`config.mk`:
```
export PLATFORM = sky130hd
export DESIGN_NAME = cdc_fifo_rd_packer
export DESIGN_NICKNAME = d
export VERILOG_FILES = /design/src/rtl/cdc_fifo_rd_packer.sv
export SDC_FILE = /design/constraint.sdc
export NUM_CORES = 1
export LEC_CHECK = 0
export BUFFER_PORTS_ARGS = -buffer_cell sky130_fd_sc_hd__buf_2
export CORE_MARGIN = 2
export CORE_UTILIZATION = 54
export DETAILED_ROUTE_END_ITERATION = 8
export PLACE_DENSITY = 0.78
export SYNTH_ARGS = -nofsm -noshare
export SYNTH_HDL_FRONTEND = slang
export SYNTH_SLANG_ARGS = --single-unit
```
`constraint.sdc`:
```
create_clock -name rd_clk -period 2.1 [get_ports rd_clk]
set_clock_uncertainty 0.2 [all_clocks]
set_input_delay 0.63 -clock rd_clk [delete_from_list [all_inputs] [get_ports rd_clk]]
set_output_delay 0.63 -clock rd_clk [all_outputs]
set_load 0.02 [all_outputs]
```
`src/rtl/cdc_fifo_rd_packer.sv`:
```
// FWFT FIFO reader packing PACK_RATIO words per beat; beat valid 2 cycles after last pop, holds under m_ready=0.
// Optional CDC_PACK_FLUSH_EN: flush a partial pack after TIMEOUT idle cycles with a partial m_keep.
module cdc_fifo_rd_packer #(
    parameter int DIN_WIDTH  = 16,
    parameter int PACK_RATIO = 4,
    parameter int TIMEOUT    = 64
) (
    input  logic                            rd_clk,
    input  logic                            rst,
    input  logic [DIN_WIDTH-1:0]            fifo_dout,
    input  logic                            fifo_empty,
    output logic                            fifo_rd_en,
    output logic [DIN_WIDTH*PACK_RATIO-1:0] m_data,
    output logic [PACK_RATIO-1:0]           m_keep,
    output logic                            m_valid,
    input  logic                            m_ready
);

    localparam int CW = $clog2(PACK_RATIO + 1);
    localparam logic [CW-1:0] FULL = CW'(PACK_RATIO);

    if (PACK_RATIO < 2 || TIMEOUT < 1) begin : g_bad_param
        $error("cdc_fifo_rd_packer: PACK_RATIO must be >= 2 and TIMEOUT >= 1");
    end

    logic [CW-1:0]                          cnt_q, cnt_d;
    logic [PACK_RATIO-1:0][DIN_WIDTH-1:0]   pack_q, pack_d;
    logic [DIN_WIDTH*PACK_RATIO-1:0]        data_q, data_d;
    logic [PACK_RATIO-1:0]                  keep_q, keep_d;
    logic                                   valid_q, valid_d;
    logic                                   out_free, full, pop, flush;

    assign out_free = !valid_q || m_ready;
    assign full     = (cnt_q == FULL);

`ifdef CDC_PACK_FLUSH_EN
    localparam int IW = $clog2(TIMEOUT + 1);
    localparam logic [IW-1:0] IDLE_MAX = IW'(TIMEOUT);

    logic [IW-1:0] idle_q, idle_d;
    logic          partial;

    assign partial = (cnt_q != '0) && !full;
    assign flush   = partial && (idle_q == IDLE_MAX) && out_free;

    // Saturates at TIMEOUT so a blocked flush fires as soon as the output frees up.
    always_comb begin
        idle_d = idle_q;
        if (pop || !partial || flush) begin
            idle_d = '0;
        end else if (idle_q != IDLE_MAX) begin
            idle_d = idle_q + 1'b1;
        end
    end

    always_ff @(posedge rd_clk) begin
        if (rst) begin
            idle_q <= '0;
        end else begin
            idle_q <= idle_d;
        end
    end
`else
    assign flush = 1'b0;
`endif

    assign fifo_rd_en = !rst && !fifo_empty && (!full || out_free) && !flush;
    assign pop        = fifo_rd_en;

    always_comb begin
        cnt_d   = cnt_q;
        pack_d  = pack_q;
        data_d  = data_q;
        keep_d  = keep_q;
        valid_d = valid_q && !m_ready;
        if (full && out_free) begin
            // Hand the full pack over and let a same-cycle pop start the next one in lane 0.
            data_d  = pack_q;
            keep_d  = '1;
            valid_d = 1'b1;
            pack_d  = '0;
            cnt_d   = '0;
            if (pop) begin
                pack_d[0] = fifo_dout;
                cnt_d     = CW'(1);
            end
        end else if (flush) begin
            data_d  = pack_q;
            valid_d = 1'b1;
            pack_d  = '0;
            cnt_d   = '0;
            for (int i = 0; i < PACK_RATIO; i++) begin
                keep_d[i] = (CW'(i) < cnt_q);
            end
        end else if (pop) begin
            for (int i = 0; i < PACK_RATIO; i++) begin
                if (cnt_q == CW'(i)) begin
                    pack_d[i] = fifo_dout;
                end
            end
            cnt_d = cnt_q + 1'b1;
        end
    end

    always_ff @(posedge rd_clk) begin
        if (rst) begin
            cnt_q   <= '0;
            pack_q  <= '0;
            data_q  <= '0;
            keep_q  <= '0;
            valid_q <= 1'b0;
        end else begin
            cnt_q   <= cnt_d;
            pack_q  <= pack_d;
            data_q  <= data_d;
            keep_q  <= keep_d;
            valid_q <= valid_d;
        end
    end

    assign m_data  = data_q;
    assign m_keep  = keep_q;
    assign m_valid = valid_q;

endmodule
```
After elaboration in Yosys (flattened, before gate mapping)
Cells that the tools add are included.
{"block": "totals", "wordCells": 40, "ff_bits": 133}
{"block": "classes", "reduce_logical": 19, "addsub": 1, "eq_ne": 4, "n_mux": 8}
{"cell": "$mux W16", "n": 4}
{"cell": "$reduce_and A2 Y1", "n": 4}
{"cell": "$eq A3 B2 Y1 const B", "n": 2}
{"cell": "$mux W3", "n": 2}
{"cell": "$logic_not A1 Y1", "n": 5}
{"cell": "$logic_and A1 B1 Y1", "n": 4}
{"cell": "$reduce_bool A2 Y1", "n": 2}
{"cell": "$add A3 B1 Y3 const B", "n": 1}
{"cell": "$eq A3 B1 Y1 const B", "n": 1}
{"cell": "$eq A3 B3 Y1 const B", "n": 1}
{"cell": "$logic_not A3 Y1", "n": 1}
{"cell": "$logic_or A1 B1 Y1", "n": 2}
{"cell": "$mux W1", "n": 2}
{"cell": "$reduce_or A2 Y1", "n": 1}

Longest topological paths before layout
Gate-level depths: netlist of the first run.
{"block": "logic_depth", "word_depth": 6, "depth_mapped": 8, "ltp_nobuf": 6}

Least setup slack after synthesis of the first run
No wires, ideal clock.
{"block": "synth_path", "kind": "input-to-output", "startpoint": "input m_ready", "endpoint": "output fifo_rd_en", "path_buffers": 0, "arrival_ps": 1264, "path_slack_ps": 6, "path_stages": 3, "path_cell_list": "nand2b_1 > o21ai_1 > inv_1"}
{"block": "synth_between", "elab_chain_len": 3}
{"item": "from (decl)", "line": "16", "source": "input logic m_ready"}
{"item": "$logic_or A1 B1 Y1", "line": "33", "source": "assign out_free = !valid_q || m_ready;"}
{"item": "$logic_or A1 B1 Y1", "line": "67", "source": "assign fifo_rd_en = !rst && !fifo_empty && (!full || out_free) && !flush;"}
{"item": "$logic_and A1 B1 Y1", "line": "67"}
{"item": "to (decl)", "line": "12", "source": "output logic fifo_rd_en,"}
Every way passes these cells.

Worst setup path after layout of the first run
{"block": "layout_path", "startpoint": "register cnt_q[0]", "endpoint": "output fifo_rd_en"}
{"block": "layout_between", "elab_chain_len": 4}
{"item": "from (decl)", "line": "26", "source": "logic [CW-1:0] cnt_q, cnt_d;"}
{"item": "from (signal assigned)", "line": "113", "source": "cnt_q <= cnt_d;"}
{"item": "$eq A3 B3 Y1", "line": "34", "source": "assign full = (cnt_q == FULL);"}
{"item": "$logic_not A1 Y1", "line": "67"}
{"item": "$logic_or A1 B1 Y1", "line": "67"}
{"item": "$logic_and A1 B1 Y1", "line": "67"}
Every way passes these cells.

==> out/metrics.csv, run 1 <==
metric,value,unit
status,"finished, violations left",
failed_checks,negative setup slack,
hold_viol_final,0,
route.detailed.drc,0,
finalPower,5860,uW
gp_congestion,0.822,
max_stage_delay,0.33,ns
insertion_delay,0.52,ns
place_area,5290,um^2
die_w,97.7,um
port_buffers,89,
antennaDiodeCount,0,
fmax,0.425,GHz
core,8590,um^2
wl,12200,um
antenna_found_initial,0,
ant_nets,0,
grt_max_degree,65,
switching_share,21.6,%
design_area,5990,um^2
post-route-min-period,2.35,ns
dieArea,9540,um^2
rsz0062_at_grt,true,
worst_pin_slew,0.661,ns
critical_path_class,reg -> out,
fin_ws,-0.252,ns
syn2layout_area_growth,26.4,%
finalSetupViolCount,1,
hpwl,7450,um
synthDistinctLibCells,28,
synth-seq-area-share,56.2,%
pwr-share-comb,4.3,%
p_leak,0.00239,uW
worstPathCellList,inv_2 -> ha_4 -> nand2_4 -> o21ai_2 -> inv_1 -> buf_6,
synth_cells,570,
crit_buf_inv,3,
cts.clk_slew.worst_paths,0.06,ns
fin_crit_sh,112,%
start_kind,register,
yosysTopAreaCell,dfxtp_1,
hold_path.class,in -> reg,
required,1.27,ns
dr.pass1.iters,5,
syn_area_per_cell,8.31,um^2
grt_pass1_vias,4023,
netlist_area,4740,um^2
via_count,4273,
grt_pass1_wl,19500,um
slowest_stage,dfxtp_2,
pwr-share-clk,51.7,%
cts_tree,done,
drt_iter0_markers,296,
cts_max_level,4,
fp-row-count,34,
p_seq_share,44.1,%
ys_top_cells_by_area,"dfxtp_1 (56%), nand2_1 (18%), a21oi_1 (12%)",
power.density_cell_area,979,nW/um^2
synth_top_area_share,56.2,%
cts_root_buffer,clkbuf_8,
switching_power,1260,uW
max_slew_margin,55.8,%
ctsHoldBuffers,0,
wl_per_cell,15.7,um
drv_cap,0,
cts_buffer_depth,2,
numCtsBuffers,17,
drive_gt1_share,23.3,%
viasPerCell,5.47,
peakVddDrop,0.000604,V
start_util,55.1,%
cp_top_family,flip-flops,
crit_path_end_kind,output pin,
track_usage,25.8,%
synth_nets,595,
synth-seq-cells,133,
layout_commonest_cell,nand2_1,
grt-ovfl-total,0,
die_y,97.7,um
yosys_warnings,0,
final_cell_mix,"nand2_1 (225), dfxtp_1 (131), a21oi_1 (113)",
power.internal,4600,uW
cp.arrival,1.52,ns
fin_nets,686,
clkSinkCount,133,
slew_violations,0,
io_pins,90,
crit_fanout,2,
==> repair_timing <==
action	CTS	global route
pin swaps	2	2
setup buffers	5	2
resized for setup	9	2
setup endpoints to repair	13	13
==> synthesized netlist by cell type <==
master	number
and3_1	3
nand3b_1	1
o21a_1	1
a21oi_1	113
nand2b_1	2
a22oi_1	4
inv_1	4
nand3_1	3
nor2_4	1
dfxtp_1	133
o21ai_0	2
nor2_1	10
a22o_1	12
xnor2_1	1
nor2b_1	1
buf_4	18
o211ai_1	1
buf_6	1
nand2_1	225
clkbuf_1	8
o21ai_1	1
buf_2	15
mux2i_1	1
ha_1	5
o211a_1	1
nand2_2	1
a31oi_1	1
o211ai_4	1
==> worst paths after layout <==
path / start / endpoint / slack (ns) / cells after the start
worst max register to register: cnt_q[2]$_SDFFE_PP0P_ / pack_q[0]$_SDFFE_PP0P_ / 0.11 / 5
worst min register to register: m_data[33]$_SDFFE_PP0N_ / m_data[33]$_SDFFE_PP0N_ / 0.25 / 2
worst min-delay path: fifo_dout[0] / pack_q[16]$_SDFFE_PP0P_ / 0.20 / 3
worst max-delay path: cnt_q[0]$_SDFFE_PP0P_ / fifo_rd_en / -0.25 / 6
==> metal layers <==
metal,up-vias,share of wire (%),track usage [%]
met4,0,3.5,11.5
met1,2023,42,32.0
met3,43,6.1,6.98
met5,-,0,0
li1,2042,-,-
met2,165,48,42.3
==> cell type report <==
type,instances,area (um^2)
well taps,108,135
clock buffers,18,428
multi-input cells,391,1850
clock inverters,13,181
inverters,4,15.0
repair buffers,114,714
flip-flops and latches,133,2670
fillers,672,2610
==> registers in the layout (all words and copies together) (netlist names) <==
register / count
pack_q: 64
m_valid: 1
m_keep: 1
m_data: 64
cnt_q: 3
==> through the flow <==
step	hold slack, ns	TNS [ns]	utilization (%)	setup slack, ns	instances
floorplan	0.232	0	-	0.00591	570
global placement	0.239	-0.746	61.6	-0.0628	743
detailed placement	0.244	-2.06	61.6	-0.182	743
CTS	0.197	-0.196	69.4	-0.196	779
global route	0.208	-0.310	69.7	-0.310	781
finish	0.199	-0.252	69.7	-0.252	781
==> cells by family (layout without fill, tap and decap cells) <==
family / count (synthesis) / after routing / share of synthesized area (%)
AOI/OAI and AO/OA: 137 / 137 / 16.2
adders and majority gates: 5 / 5 / 1.32
muxes: 1 / 1 / 0.211
xor gates and xnor gates: 1 / 1 / 0.185
DFF: 133 / 133 / 56.2
buffers and inverters: 46 / 149 / 5.62
and+or+nand+nor: 247 / 247 / 20.3
==> power by group through the flow <==
| stage | Combinational (uW) | Clock, uW | Sequential (uW) |
|---|---|---|---|
| after CTS | 236 | 3040 | 2580 |
| after global routing | 266 | 3170 | 2580 |
| after global placement | 206 | 0 | 2630 |
| after floorplan | 126 | 0 | 2630 |
| final | 251 | 3030 | 2580 |
| after detailed placement | 212 | 0 | 2630 |
==> worst min-delay path, stage by stage <==
cell and delay [ns]:
buf_2 0.13, nand2_1 0.06, a21oi_1 0.05
(Power assumes the default switching activity.)
==> run 2, diff against run 1 <==
CELL_PAD_IN_SITES_DETAIL_PLACEMENT = 1   (was not set)
CELL_PAD_IN_SITES_GLOBAL_PLACEMENT = 2   (was not set)
CORE_ASPECT_RATIO = 2   (was not set)
CORE_UTILIZATION = 32   (was 54)
PLACE_DENSITY = not set   (was 0.78)
PLACE_DENSITY_LB_ADDON = 0.1   (was not set)
SLEW_MARGIN = 20   (was not set)
==> run 2 against run 1 <==
  * The flow still finishes with violations (negative setup slack)
  * Highest routed layer unchanged
  * Critical endpoint unchanged
  * Largest power group unchanged
  * Clock-buffer cell count up 1
  * Critical path type unchanged
  * Power fell by 3.1%
  * Die area rose by 66%
==> out/metrics.csv, run 2 (same netlist as run 1, synthesis figures left out) <==
metric,value,unit,change
worst_pin_slew,0.500,ns,-0.160 ns
design_area,6110,um^2,+2.1%
grt_max_degree,50,,-23%
dieArea,15900,um^2,+66%
worstHoldEndpoint,m_data[19]$_SDFFE_PP0N_,,
required,1.27,ns,about the same
drt_iter0_markers,156,,-47%
critical_path_class,reg -> out,,
path_depth,6,,unchanged
die_w,90.0,um,-7.8%
clkSinkCount,133,,unchanged
fin_crit_sh,103,%,-8.7 points
gp_congestion,0.746,,-9.3%
start_util,32.3,%,-23 points
drv_cap,0,,unchanged
core,14700,um^2,+71%
grt_pass1_wl,22100,um,+13%
peakVddDrop,0.000537,V,-11%
p_leak,0.00238,uW,-0.55%
p_seq_share,45.4,%,+1.3 points
cts.clk_slew.worst_paths,0.06,ns,about the same
slew_violations,0,,unchanged
insertion_delay,0.41,ns,-0.11 ns
switching_power,1350,uW,+7.1%
io_pins,90,,unchanged
pwr-share-comb,4.5,%,+0.2 points
die_y,176,um,+80%
holdPathStages,2,,-1
cts_tree,done,,
hpwl,9260,um,+24%
final.setup.tns,-0.0700,ns,+0.182 ns
grt_pass1_vias,4050,,+0.67%
fin_nets,687,,+0.15%
status,"finished, violations left",,
cts_root_buffer,clkbuf_16,,
power.density_cell_area,929,nW/um^2,-5.1%
failed_checks,negative setup slack,,
via_count,4109,,-3.8%
cp.arrival,1.34,ns,-0.18 ns
cts_buffer_depth,2,,unchanged
antenna_found_initial,0,,unchanged
dp.cells,833,,+12%
fin_ws,-0.0700,ns,+0.182 ns
max_stage_delay,0.32,ns,about the same
hp-start,m_data[19]$_SDFFE_PP0N_,,
syn2layout_area_growth,29.0,%,
finalSetupViolCount,1,,unchanged
pwr-share-clk,50.1,%,-1.6 points
utilization,41.7,%,-28 points
switching_share,23.8,%,+2.3 points
reg2regPathDepth,9,,+4
drive_gt1_share,23.4,%,+0.079 points
wl,13900,um,+14%
crit_buf_inv,3,,unchanged
power.internal,4320,uW,-5.9%
grt_busiest_layer,met2,,
route.detailed.drc,0,,unchanged
grt-ovfl-total,0,,unchanged
r2r_slack,0.13,ns,+0.02 ns
r2r-start,cnt_q[0]$_SDFFE_PP0P_,,
post-route-min-period,2.17,ns,-0.182 ns
use_met3,3.71,%,-3.3 points
cpMostUsedCell,inv_2,,
layout_commonest_cell,nand2_1,,
max_slew_margin,66.6,%,+11 points
start_kind,register,,
crit_path_end_kind,output pin,,
cts_max_level,4,,unchanged
numCtsBuffers,17,,unchanged
reg2reg_to,m_data[47]$_SDFFE_PP0N_,,
ant_nets,0,,unchanged
hold_viol_final,0,,unchanged
worstPathCellList,inv_2 -> ha_4 -> nand2_8 -> o21ai_4 -> inv_2 -> buf_6,,
slowest_stage,dfxtp_1,,
port_buffers,89,,unchanged
cp_top_family,flip-flops,,
viasPerCell,4.72,,-14%
rsz0062_at_grt,true,,
crit_fanout,2,,unchanged
final_cells,870,,+11%
hold_path.class,reg -> reg,,
track_usage,18.1,%,-7.7 points
fillers,1838,,+170%
antennaDiodeCount,0,,unchanged
final_cell_mix,"nand2_1 (225), dfxtp_1 (131), a21oi_1 (113)",,
fp-row-count,63,,+85%
grt_util_met2,32.2,%,-10 points
dr.pass1.iters,4,,-1
wl_per_cell,16.0,um,+2.0%
place_area,5460,um^2,+3.2%
use_met1,22.1,%,-9.8 points
fmax,0.461,GHz,+8.4%
## run 2: power by group through the flow
stage	Combinational (uW)	Clock (uW)	Sequential [uW]
floorplan	126	0	2630
global placement	241	0	2630
CTS	262	2900	2580
global route	282	3020	2580
detailed placement	244	0	2630
finish	256	2840	2580
## run 2: timing repair
item	in CTS	in global routing
gates resized for setup	13	0
setup buffers	5	0
pin swaps	3	1
endpoints found under the setup margin	1	2
hold buffers	0	0
## run 2: worst reg2reg max path: stages, from the launching register on
cell,delay (ns)
dfxtp_1,0.32
inv_2,0.08
ha_4,0.17
nand2_8,0.06
buf_4,0.13
buf_4,0.15
nor2_4,0.30
buf_12,0.25
nand2_1,0.12
a21oi_1,0.12
## run 2: worst max-delay path by stage
stage / start / slack [ns] / endpoint
finish: cnt_q[0]$_SDFFE_PP0P_ / -0.07 / fifo_rd_en
global route: cnt_q[1]$_SDFFE_PP0P_ / -0.14 / fifo_rd_en
CTS: cnt_q[1]$_SDFFE_PP0P_ / -0.07 / fifo_rd_en
detailed placement: m_ready / 0.01 / fifo_rd_en
global placement: m_ready / 0.03 / fifo_rd_en
floorplan: m_ready / 0.006 / fifo_rd_en
## run 2: final cells by class
type	count	area (um^2)	share of cell area, %
Clock buffer	19	443	7.25
Clock inverter	13	126	2.07
Inverter	4	15.0	0.246
Multi-Input combinational cell	391	1860	30.4
Sequential cell	133	2670	43.6
Tap cell	195	244	3.99
Timing Repair Buffer	115	759	12.4
## run 2: metal layers
layer,share of wire (%),vias to the layer above
li1,-,2043
met1,44,1985
met2,52,77
met3,3.3,4
met4,0.70,0
met5,0,-
## run 2: stage by stage
step                hold WS (ns)  power, uW  setup WS [ns]
floorplan                  0.232       2760        0.00591
global placement           0.240       2870         0.0309
detailed placement         0.245       2880         0.0146
CTS                        0.253       5740        -0.0689
global route               0.268       5890         -0.137
finish                     0.249       5680        -0.0700
